**config.mk**
```make
export PLATFORM = sky130hd
export DESIGN_NAME = cv32e40p_div_issue_ctrl_flat
export DESIGN_NICKNAME = d
export VERILOG_FILES = /design/src/rtl/cv32e40p_div_pkg.sv /design/src/rtl/cv32e40p_div_issue_ctrl_if.sv /design/src/rtl/cv32e40p_div_lzc.sv /design/src/rtl/cv32e40p_div_issue_ctrl.sv /design/src/flat_wrapper.sv
export SDC_FILE = /design/constraint.sdc
export NUM_CORES = 1
export LEC_CHECK = 0
export CORE_MARGIN = 4
export CORE_UTILIZATION = 43
export CTS_CLUSTER_DIAMETER = 50
export DETAILED_ROUTE_END_ITERATION = 8
export PLACE_DENSITY = 0.81
export SLEW_MARGIN = 20
export SYNTH_ARGS = -nofsm -noshare
export SYNTH_HDL_FRONTEND = slang
export SYNTH_SLANG_ARGS = --single-unit
```
**constraint.sdc**
```tcl
create_clock -name clk -period 2.5 [get_ports clk]
set_input_delay 0.5 -clock clk [delete_from_list [all_inputs] [get_ports clk]]
set_output_delay 0.5 -clock clk [all_outputs]
set_load 0.03 [all_outputs]
```
**src/rtl/cv32e40p_div_pkg.sv**
```systemverilog
// Shared types and width constants for the serial-divider issue controller
// and its helpers.
package cv32e40p_div_pkg;

  localparam int unsigned DivWidth    = 32;
  localparam int unsigned DivLogWidth = 6;

  typedef enum logic [1:0] {
    DIV_UDIV = 2'd0,
    DIV_DIV  = 2'd1,
    DIV_UREM = 2'd2,
    DIV_REM  = 2'd3
  } div_op_e;

  typedef enum logic [2:0] {
    StIdle,
    StIssue,
    StWait,
    StResp,
    StDrain
  } div_state_e;

endpackage

```
**src/rtl/cv32e40p_div_issue_ctrl_if.sv**
```systemverilog
// Request/response handshake plus the divider-facing bus of the issue controller.
interface cv32e40p_div_issue_ctrl_if #(
  parameter int unsigned Width    = 32,
  parameter int unsigned LogWidth = 6
);
  import cv32e40p_div_pkg::*;

  logic                req_vld;
  logic                req_rdy;
  div_op_e             req_op;
  logic [Width-1:0]    req_a;
  logic [Width-1:0]    req_b;
  logic                flush;
  logic                rsp_vld;
  logic                rsp_rdy;
  logic [Width-1:0]    rsp_res;
  logic                busy;
  logic [Width-1:0]    div_op_a;
  logic [Width-1:0]    div_op_b;
  logic [LogWidth-1:0] div_op_b_shift;
  logic                div_op_b_is_zero;
  logic                div_op_b_sign;
  div_op_e             div_op_code;
  logic                div_in_vld;
  logic                div_out_rdy;
  logic                div_out_vld;
  logic [Width-1:0]    div_res;

  // Controller view.
  modport slave (
    input  req_vld, req_op, req_a, req_b, flush, rsp_rdy, div_out_vld, div_res,
    output req_rdy, rsp_vld, rsp_res, busy, div_op_a, div_op_b, div_op_b_shift,
           div_op_b_is_zero, div_op_b_sign, div_op_code, div_in_vld, div_out_rdy
  );

  // Requester and divider view.
  modport master (
    output req_vld, req_op, req_a, req_b, flush, rsp_rdy, div_out_vld, div_res,
    input  req_rdy, rsp_vld, rsp_res, busy, div_op_a, div_op_b, div_op_b_shift,
           div_op_b_is_zero, div_op_b_sign, div_op_code, div_in_vld, div_out_rdy
  );

endinterface

```
**src/rtl/cv32e40p_div_lzc.sv**
```systemverilog
// Combinational leading-zero counter; cnt equals C_WIDTH when the input is all zero.
module cv32e40p_div_lzc #(
  parameter int unsigned C_WIDTH     = 32,
  parameter int unsigned C_LOG_WIDTH = 6
) (
  input  logic [C_WIDTH-1:0]     in_data,
  output logic [C_LOG_WIDTH-1:0] cnt,
  output logic                   all_zero
);

  // Scan upward so the most significant set bit wins.
  always_comb begin
    cnt = C_LOG_WIDTH'(C_WIDTH);
    for (int unsigned i = 0; i < C_WIDTH; i++) begin
      if (in_data[i]) cnt = C_LOG_WIDTH'(C_WIDTH - 1 - i);
    end
  end

  assign all_zero = ~|in_data;

endmodule

```
**src/rtl/cv32e40p_div_issue_ctrl.sv**
```systemverilog
// Requester-side controller for the serial divider: registers a request, issues
// a one-cycle InVld, collects the result and supports flushing an in-flight op.
module cv32e40p_div_issue_ctrl
  import cv32e40p_div_pkg::*;
#(
  parameter int unsigned C_WIDTH     = DivWidth,
  parameter int unsigned C_LOG_WIDTH = DivLogWidth
) (
  input logic                      clk,
  input logic                      rst_n,
  cv32e40p_div_issue_ctrl_if.slave bus
);

  div_state_e             state_q, state_d;
  logic [C_WIDTH-1:0]     op_a_q, op_b_q, res_q;
  logic [C_LOG_WIDTH-1:0] shift_q;
  logic                   is_zero_q, sign_q;
  div_op_e                op_q;

  logic                   req_rdy, in_vld, out_rdy, rsp_vld, capture, req_hs;
  logic                   op_signed, b_sign, b_scan_zero;
  logic [C_WIDTH-1:0]     b_scan;
  logic [C_LOG_WIDTH-1:0] lz_cnt, lz, shift_d;

  // Side-band is computed from the raw request and only reaches the divider via registers.
  assign op_signed = bus.req_op[0];
  assign b_sign    = op_signed & bus.req_b[C_WIDTH-1];
  assign b_scan    = b_sign ? ~bus.req_b : bus.req_b;

  cv32e40p_div_lzc #(
    .C_WIDTH    (C_WIDTH),
    .C_LOG_WIDTH(C_LOG_WIDTH)
  ) u_lzc (
    .in_data (b_scan),
    .cnt     (lz_cnt),
    .all_zero(b_scan_zero)
  );

  assign lz      = b_scan_zero ? C_LOG_WIDTH'(C_WIDTH - 1) : lz_cnt;
  assign shift_d = lz + (op_signed ? '0 : C_LOG_WIDTH'(1));
  assign req_hs  = bus.req_vld & req_rdy;

  always_comb begin
    state_d = state_q;
    req_rdy = 1'b0;
    in_vld  = 1'b0;
    out_rdy = 1'b0;
    rsp_vld = 1'b0;
    capture = 1'b0;
    case (state_q)
      StIdle: begin
        req_rdy = ~bus.flush;
        if (bus.req_vld && !bus.flush) state_d = StIssue;
      end
      StIssue: begin
        in_vld  = 1'b1;
        state_d = bus.flush ? StDrain : StWait;
      end
      StWait: begin
        out_rdy = 1'b1;
        if (bus.div_out_vld) begin
          capture = ~bus.flush;
          state_d = bus.flush ? StIdle : StResp;
        end else if (bus.flush) begin
          state_d = StDrain;
        end
      end
      StResp: begin
        rsp_vld = 1'b1;
        if (bus.flush || bus.rsp_rdy) state_d = StIdle;
      end
      StDrain: begin
        // The divider cannot be aborted; swallow its stale result.
        out_rdy = 1'b1;
        if (bus.div_out_vld) state_d = StIdle;
      end
      default: state_d = StIdle;
    endcase
  end

  always_ff @(posedge clk or negedge rst_n) begin
    if (!rst_n) begin
      state_q   <= StIdle;
      op_a_q    <= '0;
      op_b_q    <= '0;
      op_q      <= DIV_UDIV;
      shift_q   <= '0;
      is_zero_q <= 1'b0;
      sign_q    <= 1'b0;
      res_q     <= '0;
    end else begin
      state_q <= state_d;
      if (req_hs) begin
        op_a_q    <= bus.req_a;
        op_b_q    <= bus.req_b;
        op_q      <= bus.req_op;
        shift_q   <= shift_d;
        is_zero_q <= (bus.req_b == '0);
        sign_q    <= b_sign;
      end
      if (capture) res_q <= bus.div_res;
    end
  end

  assign bus.req_rdy          = req_rdy;
  assign bus.rsp_vld          = rsp_vld;
  assign bus.rsp_res          = res_q;
  assign bus.busy             = (state_q != StIdle);
  assign bus.div_op_a         = op_a_q;
  assign bus.div_op_b         = op_b_q;
  assign bus.div_op_b_shift   = shift_q;
  assign bus.div_op_b_is_zero = is_zero_q;
  assign bus.div_op_b_sign    = sign_q;
  assign bus.div_op_code      = op_q;
  assign bus.div_in_vld       = in_vld;
  assign bus.div_out_rdy      = out_rdy;

endmodule

```
**src/flat_wrapper.sv**
```systemverilog
// flat-port wrapper written by rule: the top's interface ports become plain ports
module cv32e40p_div_issue_ctrl_flat import cv32e40p_div_pkg::*;
#(
  parameter int unsigned C_WIDTH     = DivWidth,
  parameter int unsigned C_LOG_WIDTH = DivLogWidth
)
  (clk, rst_n, bus_req_vld, bus_req_op, bus_req_a, bus_req_b, bus_flush, bus_rsp_rdy, bus_div_out_vld, bus_div_res, bus_req_rdy, bus_rsp_vld, bus_rsp_res, bus_busy, bus_div_op_a, bus_div_op_b, bus_div_op_b_shift, bus_div_op_b_is_zero, bus_div_op_b_sign, bus_div_op_code, bus_div_in_vld, bus_div_out_rdy);
  cv32e40p_div_issue_ctrl_if #(.Width(DivWidth), .LogWidth(DivLogWidth)) bus_i ();
  input logic clk;
  input logic rst_n;
  input wire logic [$bits(bus_i.req_vld)-1:0] bus_req_vld;
  input wire logic [$bits(bus_i.req_op)-1:0] bus_req_op;
  input wire logic [$bits(bus_i.req_a)-1:0] bus_req_a;
  input wire logic [$bits(bus_i.req_b)-1:0] bus_req_b;
  input wire logic [$bits(bus_i.flush)-1:0] bus_flush;
  input wire logic [$bits(bus_i.rsp_rdy)-1:0] bus_rsp_rdy;
  input wire logic [$bits(bus_i.div_out_vld)-1:0] bus_div_out_vld;
  input wire logic [$bits(bus_i.div_res)-1:0] bus_div_res;
  output wire logic [$bits(bus_i.req_rdy)-1:0] bus_req_rdy;
  output wire logic [$bits(bus_i.rsp_vld)-1:0] bus_rsp_vld;
  output wire logic [$bits(bus_i.rsp_res)-1:0] bus_rsp_res;
  output wire logic [$bits(bus_i.busy)-1:0] bus_busy;
  output wire logic [$bits(bus_i.div_op_a)-1:0] bus_div_op_a;
  output wire logic [$bits(bus_i.div_op_b)-1:0] bus_div_op_b;
  output wire logic [$bits(bus_i.div_op_b_shift)-1:0] bus_div_op_b_shift;
  output wire logic [$bits(bus_i.div_op_b_is_zero)-1:0] bus_div_op_b_is_zero;
  output wire logic [$bits(bus_i.div_op_b_sign)-1:0] bus_div_op_b_sign;
  output wire logic [$bits(bus_i.div_op_code)-1:0] bus_div_op_code;
  output wire logic [$bits(bus_i.div_in_vld)-1:0] bus_div_in_vld;
  output wire logic [$bits(bus_i.div_out_rdy)-1:0] bus_div_out_rdy;
  assign bus_i.req_vld = bus_req_vld;
  assign bus_i.req_op = bus_req_op;
  assign bus_i.req_a = bus_req_a;
  assign bus_i.req_b = bus_req_b;
  assign bus_i.flush = bus_flush;
  assign bus_i.rsp_rdy = bus_rsp_rdy;
  assign bus_i.div_out_vld = bus_div_out_vld;
  assign bus_i.div_res = bus_div_res;
  assign bus_req_rdy = bus_i.req_rdy;
  assign bus_rsp_vld = bus_i.rsp_vld;
  assign bus_rsp_res = bus_i.rsp_res;
  assign bus_busy = bus_i.busy;
  assign bus_div_op_a = bus_i.div_op_a;
  assign bus_div_op_b = bus_i.div_op_b;
  assign bus_div_op_b_shift = bus_i.div_op_b_shift;
  assign bus_div_op_b_is_zero = bus_i.div_op_b_is_zero;
  assign bus_div_op_b_sign = bus_i.div_op_b_sign;
  assign bus_div_op_code = bus_i.div_op_code;
  assign bus_div_in_vld = bus_i.div_in_vld;
  assign bus_div_out_rdy = bus_i.div_out_rdy;
  cv32e40p_div_issue_ctrl #(.C_WIDTH(C_WIDTH), .C_LOG_WIDTH(C_LOG_WIDTH)) u_core (.clk(clk), .rst_n(rst_n), .bus(bus_i));
endmodule
```
==> metrics.md <==
| Metric | Value |
|---|---|
| Setup crit end kind | flop |
| Die H | 117 um |
| Area leader, netlist | dfrtp_1 |
| Failing checks | setup timing |
| Initial core utilization | 0.443 |
| Status | complete, but fails checks |
| Final Max Tran Viols | 0 |
| Final WL | 18200 um |
| Worst hold path class | input port to asynchronous set/reset pin |
| Full die area | 13700 um2 |
| RePlAce Congestion | 0.931 |
| Worst r2r src | u_core.state_q[1] |
| Worst path arrival time | 2.83 ns |
| Footprint of the multi-input gates | 2470 um2 |
| YS warnings | 0 |
| Via/cell ratio | 5.62 |
| Drc violations | 0 |
| Place WS | -0.754 ns |
| Unrepaired setup endpoints after global routing | true |
| Layout Skew | 0.00669 ns |
| Clk_lat worst skew | 0.36 ns |
| Fin. Hold Viols | 0 |
| Reg2reg end | u_core.bus.div_op_b_sign |
| Fmax | 0.386 GHz |
| Leakage | 3.85 nW |
| IO Pins | 215 |
| Critical-path cell list | clkdlybuf4s15_1 > or4_4 > o22ai_4 > nand2b_4 > nor4b_4 > buf_4 > buf_4 > o21bai_1 > ha_2 > o211ai_1 > xnor2_1 > o21ai_1 |
| Fraction of the yosys area taken by sequential cells | 0.532 |
| Post-synth ARST share | 1.00 |
| Fillers | 734 |
| WP depth | 12 |
| Slowest cell on the critical path | or4_4 |
| FF+latch count, synth | 109 |
| Final worst-path cycle share | 1.04 |
| Reg-to-reg slack, setup | 0.57 ns |
| CP startpoint | bus_req_b[14] |
| TritonCTS Buffers | 9 |
| Total power | 10.0 mW |
| Max IR drop VDD | 0.700 mV |
| Reg2Reg Depth | 6 |
| Number of setup violations in the final report | 4 |
| Clock Path Buffers | 2 |
| Crit-path max cell delay | 0.51 ns |
| Core Region | 11600 um2 |
| Dpl hpwl | 12200 um |
| TritonCTS clock tree | yes |
| Crit path buffers/inverters | 3 |
| Top cell family by delay on the critical path | simple AND/OR/NAND/NOR gates |
| Mapped Cells | 427 |
| Crit path launch type | input port |
| Worst setup margin | -0.0905 ns |
| First-pass GRT wire length | 26600 um |
| WS Path Type | input port to flop |
| Yosys cell types | 65 |
| Mapped Area | 5120 um2 |
| Primary FF master, synth | dfrtp_1 |
| CP Data Required Time | 2.74 ns |
| Power Density | 1140 nW/um2 |
| Synth area leaders | dfrtp_1, mux2_2, nand2_1 |
| H-tree depth | 3 |
| Reg area | 2730 um2 |
| Largest net degree at the start of global routing | 110 |
| Fin nets | 853 |
| Vias in the first global route | 5181 |
| Gr usage total | 0.253 |
| Drt wl/cell | 20.4 um |
| Mapped Nets | 533 |
| Die W | 117 um |
| Clk slew on worst S/H paths | 0.07 ns |
| I/O Buffers | 214 |
| Grt total ovfl | 0 |
| Post-route ant nets | 0 |
| Slew headroom | 0.619 |
| CP endpoint | u_core.bus.div_op_b_shift[4] |
| Share of layout cells above drive strength 1 | 0.369 |
| Root Driver | clkbuf_16 |
| Layout area overhead | 71.3% |
| Area share of the largest cell type after synthesis | 0.532 |
| Cell mode on critical path | buf_4 |
| Clock sinks | 109 |
| Via Count | 5026 |
| Least-Margin Pin Slew | 0.572 ns |
| Max-cap viol count | 0 |
| Hold_buf cts | 0 |
| Fin crit period | 2.59 ns |
| Floorplan row count | 39 |
| Number of diodes | 0 |
| Initial antenna violation count | 0 |
| Initial DRC count | 474 |
| Synth Area per Inst | 12.0 um2 |
| EDFF count, synth | 0 |
| TritonRoute pass-1 iters | 5 |
| Commonest cells in the netlist | dfrtp_1, mux2_2, nand2_1 |
| Worst-path fanout max | 4 |
| Most frequent cell after synthesis | dfrtp_1 |
## layout by cell type, fill, tap and decap left out, drive strengths merged, types with 3 or more instances in the layout
cell           Yosys  final
clkdlybuf4s50      0    179
or4                5      5
nand3              6      6
nor4               4      4
buf                8    122
or3                4      4
o21ai             23     23
nor3               4      4
nand4              9      9
o32ai              5      5
clkbuf            14     18
o32a               3      3
nand2b             4      4
o22ai              7      7
nor2              22     22
dlygate4sd2        0     12
clkdlybuf4s15      0      9
mux2              93     93
nand2             31     31
a21oi             12     12
or2                8      8
dfrtp            109    109
and3               3      3
inv               10     11
## where the power goes
part / switching (mW) / internal [mW]
combinational: 2.97 / 2.54
sequential: 0.439 / 2.61
clock: 0.660 / 0.784
total: 4.07 / 5.94
## state kept, by name (all words and copies together) (netlist names)
name / count
u_core.bus.div_op_b: 32
u_core.bus.div_op_b_shift: 6
u_core.bus.div_op_b_sign: 1
u_core.state_q: 3
u_core.bus.div_op_b_is_zero: 1
u_core.bus.rsp_res: 32
u_core.bus.div_op_a: 32
u_core.bus.div_op_code: 2
## area by class of cell
type | count | share of cell area
well taps | 143 | 0.0204
multi-input cells | 286 | 0.281
clock inverters | 4 | 0.00670
flip-flops and latches | 109 | 0.311
repair buffers | 331 | 0.350
inverters | 10 | 0.00428
clock buffers | 11 | 0.0265
## worst min-delay path by stage
| stage | to | cells past startpoint |
|---|---|---|
| after floorplan | u_core.bus.div_op_a[0] | 0 |
| final | u_core.bus.rsp_res[28] | 2 |
| after global routing | u_core.bus.rsp_res[23] | 2 |
| after global placement | u_core.bus.div_op_b[2] | 2 |
| after CTS | u_core.bus.rsp_res[24] | 2 |
| after detailed placement | u_core.bus.div_op_b[21] | 2 |
## logic make-up (layout without fill, tap and decap cells)
group | after synthesis | count (layout) | share of synthesized area
AND/OR/NAND/NOR | 108 | 108 | 0.115
XOR/XNOR | 3 | 3 | 0.00513
buffers and inverters | 32 | 356 | 0.0252
flip-flops | 109 | 109 | 0.532
adder cells (fa/ha/maj) | 2 | 2 | 0.00488
multiplexers | 94 | 94 | 0.206
AO/OA/AOI/OAI | 79 | 79 | 0.111
## routing by layer
metal  vias to the layer above  routed length [um]  track usage
met5                         -                   0            0
met4                         0                 910        0.125
met3                        90                1600       0.0720
met2                       300                9070        0.433
met1                      2427                6620        0.289
li1                       2209                   -            -
## worst reg2reg max path: stages, from the launching register on
cell     delay, ns
dfrtp_1       0.38
or3_1         0.44
or2_4         0.45
buf_4         0.24
buf_4         0.14
nand2_1       0.06
o21ai_0       0.10
## timing repair
item,in CTS,in global routing
pin swaps,32,33
cloned,1,0
setup buffers,16,12
setup endpoints to repair,7,5
gates resized for setup,81,42
## metrics by stage
step / area (um2) / setup TNS [ns] / instances / util / hold WS [ns]
2_1_floorplan: 5160 / -0.509 / 427 / - / 0.204
3_3_place_gp: 8090 / -3.53 / 850 / 0.699 / 0.467
3_5_place_dp: 8090 / -4.18 / 850 / 0.699 / 0.478
4_1_cts: 8650 / 0 / 882 / 0.748 / 0.236
5_1_grt: 8770 / -0.785 / 894 / 0.759 / 0.254
6_report: 8770 / -0.301 / 894 / 0.759 / 0.206
No activity file was read; power rests on OpenSTA's default activity.
